[config.mk]
export PLATFORM = sky130hd
export DESIGN_NAME = arm_shift_pipe
export DESIGN_NICKNAME = d
export VERILOG_FILES = /design/src/rtl/arm_shift_pkg.sv /design/src/rtl/arm_shift_core.sv /design/src/rtl/arm_shift_pipe.sv
export SDC_FILE = /design/constraint.sdc
export NUM_CORES = 1
export LEC_CHECK = 0
export ABC_AREA = 0
export CORE_MARGIN = 5
export CORE_UTILIZATION = 30
export DETAILED_ROUTE_END_ITERATION = 8
export PLACE_DENSITY = 0.46
export SYNTH_ARGS = -nofsm -noshare
export SYNTH_HDL_FRONTEND = slang
export SYNTH_SLANG_ARGS = --single-unit
[constraint.sdc]
create_clock -name clk -period 4.6 [get_ports clk]
set_input_delay 0.92 -clock clk [delete_from_list [all_inputs] [get_ports clk]]
set_output_delay 0.92 -clock clk [all_outputs]
set_load 0.01 [all_outputs]
[src/rtl/arm_shift_pkg.sv]
// Shared encodings for the pipelined ARM operand-2 shifter.
package arm_shift_pkg;

  localparam logic [1:0] SH_LSL = 2'b00;
  localparam logic [1:0] SH_LSR = 2'b01;
  localparam logic [1:0] SH_ASR = 2'b10;
  localparam logic [1:0] SH_ROR = 2'b11;

  // RRX and PASS only arise from decoding zero amounts; the core never sees raw immediates.
  typedef enum logic [2:0] {
    OP_LSL  = 3'd0,
    OP_LSR  = 3'd1,
    OP_ASR  = 3'd2,
    OP_ROR  = 3'd3,
    OP_RRX  = 3'd4,
    OP_PASS = 3'd5
  } eff_op_t;

  function automatic eff_op_t op_from_type(input logic [1:0] sh_type);
    eff_op_t op;
    case (sh_type)
      SH_LSL:  op = OP_LSL;
      SH_LSR:  op = OP_LSR;
      SH_ASR:  op = OP_ASR;
      default: op = OP_ROR;
    endcase
    return op;
  endfunction

endpackage

[src/rtl/arm_shift_core.sv]
// Combinational shift/rotate datapath with ARM carry-out, fed from the S1 registers.
module arm_shift_core
  import arm_shift_pkg::*;
#(
  parameter int WIDTH = 32,
  parameter int AMT_W = 8
) (
  input  eff_op_t            op,
  input  logic [AMT_W-1:0]   amount,
  input  logic [WIDTH-1:0]   operand,
  input  logic               cin,
  output logic [WIDTH-1:0]   result,
  output logic               carry
);

  localparam int LOG2W = $clog2(WIDTH);

  logic [WIDTH:0]        lsl_ext;
  logic [WIDTH:0]        lsr_ext;
  logic signed [WIDTH:0] asr_ext;
  logic [LOG2W-1:0]      rot;
  logic [WIDTH-1:0]      ror_res;

  // One guard bit beside the operand catches the last bit shifted out, so
  // amounts of WIDTH and beyond fall out of the plain shift operators.
  always_comb begin
    lsl_ext = {1'b0, operand} << amount;
    lsr_ext = {operand, 1'b0} >> amount;
    asr_ext = $signed({operand, 1'b0}) >>> amount;
    rot     = amount[LOG2W-1:0];
    ror_res = (operand >> rot) | (operand << (WIDTH - int'(rot)));
  end

  always_comb begin
    result = operand;
    carry  = cin;
    if (op == OP_RRX) begin
      result = {cin, operand[WIDTH-1:1]};
      carry  = operand[0];
    end else if (amount != '0) begin
      case (op)
        OP_LSL: {carry, result} = lsl_ext;
        OP_LSR: begin
          result = lsr_ext[WIDTH:1];
          carry  = lsr_ext[0];
        end
        OP_ASR: begin
          result = asr_ext[WIDTH:1];
          carry  = asr_ext[0];
        end
        // Rotate carry is always the new MSB, including the multiple-of-WIDTH case.
        OP_ROR: begin
          result = ror_res;
          carry  = ror_res[WIDTH-1];
        end
        default: begin
          result = operand;
          carry  = cin;
        end
      endcase
    end
  end

endmodule

[src/rtl/arm_shift_pipe.sv]
// Two-stage valid/ready ARM operand-2 shifter: S1 holds the decoded op, S2 the result.
module arm_shift_pipe
  import arm_shift_pkg::*;
#(
  parameter int WIDTH = 32,
  parameter int AMT_W = 8,
  parameter int TAG_W = 4
) (
  input  logic               clk,
  input  logic               reset,
  input  logic               in_valid,
  output logic               in_ready,
  input  logic [WIDTH-1:0]   in_operand,
  input  logic [AMT_W-1:0]   in_amount,
  input  logic [1:0]         in_type,
  input  logic               in_imm,
  input  logic               in_cin,
  input  logic [TAG_W-1:0]   in_tag,
  output logic               out_valid,
  input  logic               out_ready,
  output logic [WIDTH-1:0]   out_result,
  output logic               out_carry,
  output logic [TAG_W-1:0]   out_tag
);

  localparam int               LOG2W    = $clog2(WIDTH);
  localparam logic [AMT_W-1:0] AMT_FULL = AMT_W'(WIDTH);

  eff_op_t          dec_op;
  logic [AMT_W-1:0] dec_amount;

  logic             s1_valid;
  eff_op_t          s1_op;
  logic [AMT_W-1:0] s1_amount;
  logic [WIDTH-1:0] s1_operand;
  logic             s1_cin;
  logic [TAG_W-1:0] s1_tag;

  logic             s2_valid;
  logic [WIDTH-1:0] s2_result;
  logic             s2_carry;
  logic [TAG_W-1:0] s2_tag;

  logic [WIDTH-1:0] core_result;
  logic             core_carry;

  logic s2_load;
  logic s1_load;
  logic accept;

  // Immediate zero amounts are special encodings; everything else reaches S1 as a plain op.
  always_comb begin
    dec_op     = op_from_type(in_type);
    dec_amount = in_amount;
    if (in_imm) begin
      dec_amount = {{(AMT_W-LOG2W){1'b0}}, in_amount[LOG2W-1:0]};
      if (in_amount[LOG2W-1:0] == '0) begin
        case (in_type)
          SH_LSL:         dec_op     = OP_PASS;
          SH_LSR, SH_ASR: dec_amount = AMT_FULL;
          default:        dec_op     = OP_RRX;
        endcase
      end
    end else if (in_amount == '0) begin
      dec_op = OP_PASS;
    end
  end

  always_comb begin
    s2_load  = !s2_valid || out_ready;
    s1_load  = !s1_valid || s2_load;
    in_ready = !reset && s1_load;
    accept   = in_valid && in_ready;
  end

  always_ff @(posedge clk) begin
    if (reset) begin
      s1_valid   <= 1'b0;
      s1_op      <= OP_PASS;
      s1_amount  <= '0;
      s1_operand <= '0;
      s1_cin     <= 1'b0;
      s1_tag     <= '0;
    end else if (s1_load) begin
      s1_valid <= accept;
      if (accept) begin
        s1_op      <= dec_op;
        s1_amount  <= dec_amount;
        s1_operand <= in_operand;
        s1_cin     <= in_cin;
        s1_tag     <= in_tag;
      end
    end
  end

  arm_shift_core #(
    .WIDTH (WIDTH),
    .AMT_W (AMT_W)
  ) u_core (
    .op      (s1_op),
    .amount  (s1_amount),
    .operand (s1_operand),
    .cin     (s1_cin),
    .result  (core_result),
    .carry   (core_carry)
  );

  always_ff @(posedge clk) begin
    if (reset) begin
      s2_valid  <= 1'b0;
      s2_result <= '0;
      s2_carry  <= 1'b0;
      s2_tag    <= '0;
    end else if (s2_load) begin
      s2_valid <= s1_valid;
      if (s1_valid) begin
        s2_result <= core_result;
        s2_carry  <= core_carry;
        s2_tag    <= s1_tag;
      end
    end
  end

  assign out_valid  = s2_valid;
  assign out_result = s2_result;
  assign out_carry  = s2_carry;
  assign out_tag    = s2_tag;

endmodule

==> results.ini <==
[logic_synthesis]
netlist_area_sq_um=11900
synth-adder-area-share=0.00420
ys_ff_latch=87
synth_edf_count=0
netlist_instances=1557
ys_warn_count=0
synth_area_per_cell_sq_um=7.65
synth-simple-area-share=0.220
ys_types=77
seq_area_frac_synth=0.146
synth_area_leaders=mux4_2 (16%), dfxtp_1 (15%), mux2i_1 (9.0%)
yosys_most_used_dff=dfxtp_1
async_flop_share=0
synth-xor-area-share=0.00357
yosysTopAreaCell=mux4_2
synth_commonest_cells=nand2_1 (188), nor2_1 (153), clkbuf_1 (119)
synth_mux_area_frac=0.298
synth_compound_area_frac=0.256
synth_top_family_by_area=multiplexers
synthesis.nets=1613
synth_most_common_cell=nand2_1
synth_top_cell_area_share=0.165

[placement]
place_hpwl_mm=58.2
placed_area_sq_um=13500
gp_congestion=1.04
port_buffers=90

[die]
die_area_sq_um=43800
rows=73
core_sq_um=39500
dieWidth_microns=209
ioPinCount=91
die_h_microns=209
initial_utilization=0.301

[setup_path]
crit_family=simple AND/OR/NAND/NOR gates
crit_start=s1_amount[1]$_SDFFE_PP0P_
path_buf_inv=2
critPathLaunchType=flop
endpoint_kind=flop
path_class=flop to flop
cp.required_ns=4.90
worstReg2RegStart=s1_amount[1]$_SDFFE_PP0P_
cp_cell_sequence=inv_1, ha_2, nor3b_1, mux2i_1, buf_4, nand2_1, o22a_1, a21oi_1, nor4_1, o22ai_1
path_max_fanout=18
slowest_stage=mux2i_1
slowest_delay_ns=0.59
cp.arrival_ns=4.02

[clock_tree]
clock-sinks=87
cts_setup_buffers=0
max-clock-path-buffers=2
cts_tree=yes
clockRootBuffer=clkbuf_16
h-tree-depth=3
path_clk_slew_ns=0.08
postCtsHoldBufs=0
clk-insertion-delay-late_ns=0.38
cts_made_buffers=9
cts-resized-gates=0

[routing]
viasPerCell=6.74
drt-initial-drc-count=1855
drc_errors=0
drtAntennaViolNets=0
dr.pass1.iters=6
avgRoutedWirePerCell_microns=36.8
dr_total_vias=14200
drt_wl_total_mm=77.4

[global_routing]
grt_use_total=0.342
antenna_found_initial=2
overflow=0
grt_pass1_wl_mm=108
grt_max_degree=87
grt_pass1_vias=13400

[power]
total_power_mw=3.75
p_leak_nw=4.66
irDropWorstVdd_v=0.000187
power_density_nw_per_um2=272

[timing]
final.setup.tns_ns=0
fin_crit_sh=0.809
max-slew-margin-rel=0.155
finClkSkew_ns=0.0107
setup_viol=0
clock.fmax_ghz=0.269
worst_slew_pin_slew_ns=1.25
hold_violations=0
final-max-slew-violation-count=0
final.min_clock_period_ns=3.72
rsz0062_at_grt=no

[finish]
final_area_sq_um=13800
nets=1627
seq_area_sq_um=1760
fill_cells=4214
multiInputGateArea_sq_um=9370
areaGrowthSynthToFinish_pct=15.7
fin_util=0.348
drive_above_1_share=0.178

[flow_run]
drv_cap=0

[worst_hold_path]
holdCritStartpoint=s1_tag[3]$_SDFFE_PP0P_
hold_path_class=flop to flop

[outcome]
status=completed

[cells by family (layout without fill, tap and decap cells)]
| group | after synthesis | count (layout) |
|---|---|---|
| simple gates | 568 | 568 |
| buf+inv | 199 | 218 |
| xor+xnor | 4 | 4 |
| flops | 87 | 87 |
| other cells | 0 | 1 |
| fa+ha+maj | 4 | 4 |
| mux | 240 | 240 |
| compound gates | 455 | 455 |
[final cells by class]
class / count / share of cell area
clock inverter: 6 / 0.00399
timing repair buffer: 190 / 0.121
tap: 525 / 0.0477
sequential: 87 / 0.127
inverter: 12 / 0.00327
antenna: 1 / 0.000182
clock buffer: 10 / 0.0166
multi-input combinational: 1271 / 0.680
[cells in the final DEF, fill, tap and decap left out, types with 12 or more instances in the layout]
cell type / netlist / layout
a21oi_1: 74 / 74
nor2_1: 153 / 153
nand2_1: 188 / 188
a22oi_1: 13 / 13
a221oi_1: 19 / 19
clkdlybuf4s50_1: 0 / 89
mux2_2: 46 / 46
mux2i_1: 107 / 106
o221ai_1: 12 / 12
nand2b_1: 47 / 46
a211oi_1: 31 / 31
a31oi_1: 25 / 25
nand3_1: 38 / 38
nor3_1: 64 / 64
dfxtp_1: 87 / 82
mux4_2: 87 / 87
o22ai_1: 28 / 28
o21ai_0: 118 / 118
o211ai_1: 26 / 26
buf_4: 9 / 98
[tightest hold or removal path, stage by stage (launching register included)]
cell and delay [ns]:
dfxtp_1 0.32, nand2_1 0.05, a21oi_1 0.05
[routing by layer]
layer,part of all wire,global-route usage,vias to the layer above
met4,0.053,0.152,2
met5,0.000090,0,-
li1,-,-,5965
met2,0.44,0.520,893
met3,0.097,0.0743,182
met1,0.41,0.467,7127
[registers in the layout (all words and copies together), names as in the netlist]
name,cells
s1_op,3
out_result,32
out_tag,4
s1_operand,32
s1_amount,8
s1_cin,1
out_valid,1
s1_valid,1
s1_tag,4
out_carry,1
[path summary, 6_finish.rpt]
| kind | slack, ns | depth (start not counted) | to |
|---|---|---|---|
| worst max-delay path | 0.88 | 10 | out_result[19]$_SDFFE_PP0P_ |
| worst min-delay path | 0.46 | 2 | out_tag[3]$_SDFFE_PP0P_ |
| worst max register to register | 0.88 | 10 | out_result[19]$_SDFFE_PP0P_ |
| worst min register to register | 0.46 | 2 | out_tag[3]$_SDFFE_PP0P_ |
[stage by stage]
stage / setup WS (ns) / instances / hold WS (ns)
finish: 0.880 / 2102 / 0.456
floorplan: 0.798 / 1557 / 0.432
detailed placement: 0.957 / 2085 / 0.446
global placement: 1.01 / 2085 / 0.441
global route: 0.738 / 2101 / 0.489
CTS: 0.940 / 2101 / 0.457
[power breakdown]
group | total, mW | switching (mW) | internal [mW]
clock | 0.774 | 0.398 | 0.377
combinational | 1.99 | 1.26 | 0.728
sequential | 0.984 | 0.179 | 0.806
total | 3.75 | 1.84 | 1.91
No activity file was read; power rests on OpenSTA's default activity.
==> patch 1: new RTL, same flow settings <==
Make the reset (`reset`) asynchronous in 2 clocked blocks.
--- a/src/rtl/arm_shift_pipe.sv
+++ b/src/rtl/arm_shift_pipe.sv
@@ -73,7 +73,7 @@
     accept   = in_valid && in_ready;
   end
 
-  always_ff @(posedge clk) begin
+  always_ff @(posedge clk or posedge reset) begin
     if (reset) begin
       s1_valid   <= 1'b0;
       s1_op      <= OP_PASS;
@@ -105,7 +105,7 @@
     .carry   (core_carry)
   );
 
-  always_ff @(posedge clk) begin
+  always_ff @(posedge clk or posedge reset) begin
     if (reset) begin
       s2_valid  <= 1'b0;
       s2_result <= '0;
Function: differs if reset is asserted again (counterexample within 4 cycles, from zero or initial values and one cycle with reset high); with reset held inactive, the same outputs for 4 cycles.
==> patch 1 against the unedited design <==
Final area down 3.2%. First-iteration DRC count is 4.1% lower. Global-route usage is 3.4 points lower. Die area decreased by 2.5%. Count of clock-buffer cells in the layout fell by 1. Sequential cell count unchanged. Cell count fell by 8.2%. Wire length down 14%. Worst hold slack better by 0.012 ns. Setup slack got worse by 0.0023 ns. Area after synthesis fell by 2.7%.
Power is not compared: it rests on default switching activity, and its combinational part moved more than twofold at a synthesized area within 25%.
==> patch 1: results (changes against the unedited design) <==
Global routing
  • Pin count of the biggest net entering global routing: 102 (was 87)
  • First-pass GRT wire length: 94.86 mm (was 108.4 mm)
  • GRT Total Usage: 30.82% (was 34.20%)
  • Vias in the first global route: 12.47k (was 13.37k)
  • Number of antenna violations at the first check in global routing: 5 (was 2)

Min path
  • Beginning of the worst hold path: s1_tag[0]$_DFFE_PP0P_ (was s1_tag[3]$_SDFFE_PP0P_)
  • Worst min-delay path endpoint: out_tag[0]$_DFFE_PP0P_ (was out_tag[3]$_SDFFE_PP0P_)

Placement
  • Placed inst area: 0.01302 sq mm (was 0.01349 sq mm)
  • Detailed placer's ending HPWL: 48.55 mm (was 58.17 mm)
  • Routability congestion estimate from global placement: 1.069 (was 1.037)

Logic synthesis
  • Instance count of the mapped netlist: 1394 (was 1557)
  • Synth cell types: 73 (was 77)
  • Most frequent cells after synthesis: sky130_fd_sc_hd__nand2_1, sky130_fd_sc_hd__a21oi_1, sky130_fd_sc_hd__nor2_1 (was sky130_fd_sc_hd__nand2_1, sky130_fd_sc_hd__nor2_1, sky130_fd_sc_hd__clkbuf_1)
  • Share of the yosys chip area belonging to registers: 18.80% (was 14.62%)
  • Top cells by area, synth: sky130_fd_sc_hd__dfrtp_1, sky130_fd_sc_hd__mux4_2, sky130_fd_sc_hd__mux2_2, sky130_fd_sc_hd__mux2i_1, sky130_fd_sc_hd__nand2_1 (was sky130_fd_sc_hd__mux4_2, sky130_fd_sc_hd__dfxtp_1, sky130_fd_sc_hd__mux2i_1, sky130_fd_sc_hd__nand2_1, sky130_fd_sc_hd__o21ai_0)

Drt
  • Final routed wirelength across all metal layers: 66.26 mm (was 77.37 mm)
  • Initial detailed-routing violation count: 1779 (was 1855)
  • Vias: 12.88k (was 14.17k)

Finish
  • Total Nets Final: 1460 (was 1627)
  • Fill cell count: 4082 (was 4214)
  • Share of layout cells above drive strength 1: 19.94% (was 17.77%)

STA
  • Maximum clock skew at final layout: 0.01904 ns (was 0.01072 ns)
  • Pin slew with the least headroom to its limit: 1.149 ns (was 1.248 ns)
  • Post-route worst hold slack: 0.4674 ns (was 0.4555 ns)

Worst setup path
  • Length in cells of the worst reg-to-reg path: 8 (was 10)
  • Cell at the slowest stage of the critical path: sky130_fd_sc_hd__a222oi_1 (was sky130_fd_sc_hd__mux2i_1)
  • Reg2Reg Setup Slack: 0.88 ns (about the same)
  • Worst r2r src: s1_amount[2]$_DFFE_PP0P_ (was s1_amount[1]$_SDFFE_PP0P_)
  • Largest stage delay, worst path: 0.88 ns (was 0.59 ns)

Run status
  • Run status: finished, final reports clean (unchanged)
## patch 1: power by group through the flow
| stage | Combinational (uW) | Sequential [uW] | Clock (uW) |
|---|---|---|---|
| floorplan | 2600 | 1150 | 0 |
| global placement | 4170 | 1370 | 0 |
| detailed placement | 4140 | 1380 | 0 |
| CTS | 4160 | 1360 | 858 |
| global route | 4460 | 1400 | 891 |
| finish | 4270 | 1380 | 841 |
## patch 1: critical path, delay by kind of cell, from the launching register on
family,cells,cell delay (ns)
mux,2,0.83
flops,1,0.71
buf+inv,1,0.34
simple gates,1,0.09
compound gates,4,1.58
## patch 1: area by class of cell
type	instances	area, sq um	share of cell area [%]
multi-input combinational	1128	8606	64.53
tap	518	648.1	4.860
clock inverter	7	88.84	0.6661
timing repair buffer	163	1511	11.33
inverter	15	58.81	0.4409
clock buffer	9	225.2	1.689
antenna	3	7.507	0.05629
sequential	87	2191	16.43
## patch 1: cells by family after synthesis
family	Yosys count	share of synthesized area [%]
AND/OR/NAND/NOR	446	17.26
multiplexers	240	31.55
flip-flops	87	18.80
adder cells (fa/ha/maj)	4	0.4317
XOR/XNOR	6	0.5181
AO/OA/AOI/OAI	432	24.10
buffers and inverters	179	7.339
## patch 1: worst max-delay path by stage
| stage | startpoint | end | slack [ns] | depth (start not counted) |
|---|---|---|---|---|
| after floorplan | s1_amount[0]$_DFFE_PP0P_ | out_result[24]$_DFFE_PP0P_ | 1.17 | 12 |
| after global placement | s1_amount[2]$_DFFE_PP0P_ | out_result[8]$_DFFE_PP0P_ | 1.03 | 8 |
| after detailed placement | s1_amount[2]$_DFFE_PP0P_ | out_result[8]$_DFFE_PP0P_ | 1.03 | 8 |
| after CTS | s1_amount[2]$_DFFE_PP0P_ | out_result[8]$_DFFE_PP0P_ | 0.99 | 8 |
| after global routing | s1_amount[3]$_DFFE_PP0P_ | out_result[26]$_DFFE_PP0P_ | 0.83 | 7 |
| final | s1_amount[2]$_DFFE_PP0P_ | out_result[8]$_DFFE_PP0P_ | 0.88 | 8 |
## patch 1: metrics by stage
step           utilization (%)  power, uW
2_1_floorplan                -       3750
3_3_place_gp             33.83       5538
3_5_place_dp             33.83       5521
4_1_cts                  34.65       6378
5_1_grt                  34.65       6746
6_report                 34.67       6494
## patch 1: metal layers
| metal | share of wire (%) | track usage [%] | wire, um | vias to the layer above |
|---|---|---|---|---|
| met3 | 11 | 7.530 | 6990 | 191 |
| met4 | 7.1 | 18.08 | 4673 | 2 |
| li1 | - | - | - | 5388 |
| met1 | 40 | 41.19 | 26360 | 6395 |
| met2 | 43 | 45.25 | 28220 | 902 |
| met5 | 0.018 | 0 | 12 | - |
==> patch 2: new RTL, config.mk and constraints unchanged <==
Without the edit above. `WIDTH` is set to 32 in 2 places; all go to 64.
--- a/src/rtl/arm_shift_core.sv
+++ b/src/rtl/arm_shift_core.sv
@@ -2,7 +2,7 @@
 module arm_shift_core
   import arm_shift_pkg::*;
 #(
-  parameter int WIDTH = 32,
+  parameter int WIDTH = 64,
   parameter int AMT_W = 8
 ) (
   input  eff_op_t            op,
--- a/src/rtl/arm_shift_pipe.sv
+++ b/src/rtl/arm_shift_pipe.sv
@@ -2,7 +2,7 @@
 module arm_shift_pipe
   import arm_shift_pkg::*;
 #(
-  parameter int WIDTH = 32,
+  parameter int WIDTH = 64,
   parameter int AMT_W = 8,
   parameter int TAG_W = 4
 ) (
Ports: changed (resized in_operand and out_result); port bits go from 91 to 155. No check against the original RTL was run, so the function may have changed too.
==> patch 2 against the unedited design <==
Sequential share of layout area fell by 1.6 points. Maximum frequency fell by 16%. Combinational power rose by 140%. Power rose by 110%. Critical path type unchanged. Sequential cell count rose by 64. Largest cell class unchanged. Sequential power rose by 79%. Wire length rose by 140%. Worst hold slack improved by 0.00050 ns. Area after synthesis rose by 93%. Final area rose by 98%. Synthesized cell count rose by 77%. Setup slack got worse by 0.70 ns. First-iteration DRC count rose by 140%. Non-clock buffer count rose by 258.
==> patch 2: results (changes against the unedited design) <==
Logic synthesis
  • Top cells by area, synth: sky130_fd_sc_hd__mux4_2, sky130_fd_sc_hd__dfxtp_1, sky130_fd_sc_hd__mux2i_1, sky130_fd_sc_hd__nand2_1, sky130_fd_sc_hd__mux2_2 (was sky130_fd_sc_hd__mux4_2, sky130_fd_sc_hd__dfxtp_1, sky130_fd_sc_hd__mux2i_1, sky130_fd_sc_hd__nand2_1, sky130_fd_sc_hd__o21ai_0)
  • Share of the yosys chip area belonging to registers: 13.15% (was 14.62%)
  • Most frequent cells after synthesis: sky130_fd_sc_hd__nand2_1, sky130_fd_sc_hd__nor2_1, sky130_fd_sc_hd__mux4_2 (was sky130_fd_sc_hd__nand2_1, sky130_fd_sc_hd__nor2_1, sky130_fd_sc_hd__clkbuf_1)
  • Instance count of the mapped netlist: 2755 (was 1557)
  • Synth cell types: 85 (was 77)

Worst setup path
  • Largest stage delay, worst path: 0.79 ns (was 0.59 ns)
  • Cell class contributing the biggest share of worst-path delay: compound AO/OA/AOI/OAI gates (was simple AND/OR/NAND/NOR gates)
  • Crit Path Max Fanout: 30 (was 18)

Global routing
  • Pin count of the biggest net entering global routing: 117 (was 87)
  • Vias in the first global route: 26.12k (was 13.37k)
  • Number of antenna violations at the first check in global routing: 29 (was 2)
  • First-pass GRT wire length: 243.0 mm (was 108.4 mm)
  • GRT Total Usage: 43.21% (was 34.20%)

Power
  • Overall power of the completed layout: 8044 uW (was 3751 uW)
  • Sequential cell fraction of total power: 21.9% (was 26.2%)
  • Static Leak: 0.009858 uW (was 0.004659 uW)
  • Clk pwr share: 19.7% (was 20.6%)
  • Internal Dissipation: 3852 uW (was 1910 uW)
  • Worst voltage drop across the vdd grid: 0.2147 mV (was 0.1874 mV)

Run status
  • Run status: finished, final reports clean (unchanged)

Placement
  • Placed cell count: 3881 (was 2085)
  • Placed inst area: 0.02666 sq mm (was 0.01349 sq mm)
  • Detailed placer's ending HPWL: 144.4 mm (was 58.17 mm)
  • Port Buf Inserts: 154 (was 90)
  • Routability congestion estimate from global placement: 1.112 (was 1.037)

Clock tree
  • Clk_lat worst skew: 0.51 ns (was 0.38 ns)
  • Clock buffers created by TritonCTS: 17 (was 9)
  • Number of H-tree levels: 4 (was 3)

Drt
  • Vias: 27.91k (was 14.17k)
  • Routed WL per cell: 47.04 um (was 36.81 um)
  • Initial detailed-routing violation count: 4398 (was 1855)
  • Number of iterations in the first detailed-routing pass: 7 (was 6)
  • Final routed wirelength across all metal layers: 184.6 mm (was 77.37 mm)

STA
  • Worst max-slew margin expressed relative to the limit: 10.81% (was 15.45%)

Finish
  • Fill cell count: 7878 (was 4214)
  • Total Nets Final: 2958 (was 1627)
==> patch 2: kinds of logic after synthesis <==
family / count (synthesis) / synth area share (%)
and+or+nand+nor: 1000 / 19.65
adders and majority gates: 4 / 0.2177
buffers and inverters: 369 / 7.662
muxes: 552 / 38.64
AOI/OAI and AO/OA: 674 / 20.46
DFF: 151 / 13.15
xor gates and xnor gates: 5 / 0.2232
==> patch 2: worst paths after layout <==
path                               startpoint  slack [ns]                     endpoint  cells past startpoint
setup / recovery    s1_amount[2]$_SDFFE_PP0P_        0.18  out_result[33]$_SDFFE_PP0P_                     10
hold / removal    out_result[62]$_SDFFE_PP0P_        0.46  out_result[62]$_SDFFE_PP0P_                      2
setup reg to reg    s1_amount[2]$_SDFFE_PP0P_        0.18  out_result[33]$_SDFFE_PP0P_                     10
hold reg to reg   out_result[62]$_SDFFE_PP0P_        0.46  out_result[62]$_SDFFE_PP0P_                      2
==> patch 2: final cells by class <==
| cell class | count | area, sq um | area share [%] |
|---|---|---|---|
| sequential | 151 | 3048 | 11.18 |
| tap | 1030 | 1289 | 4.727 |
| inverter | 17 | 67.56 | 0.2478 |
| timing repair buffer | 448 | 3909 | 14.34 |
| antenna | 12 | 30.03 | 0.1101 |
| multi-input combinational | 2235 | 18350 | 67.30 |
| clock inverter | 13 | 133.9 | 0.4911 |
| clock buffer | 18 | 439.2 | 1.611 |
==> patch 2: per-layer routing <==
metal	GRT usage [%]	part of all wire, %	vias up
li1	-	-	10870
met1	53.93	38	13910
met2	61.63	41	2448
met3	16.18	13	660
met4	29.54	8.9	20
met5	0.7738	0.11	-
==> patch 2: through the flow <==
step	hold WS (ns)	utilization, %
after global placement	0.4385	35.10
final	0.4560	35.90
after CTS	0.4578	35.86
after detailed placement	0.4476	35.10
after floorplan	0.4319	-
after global routing	0.4839	35.86
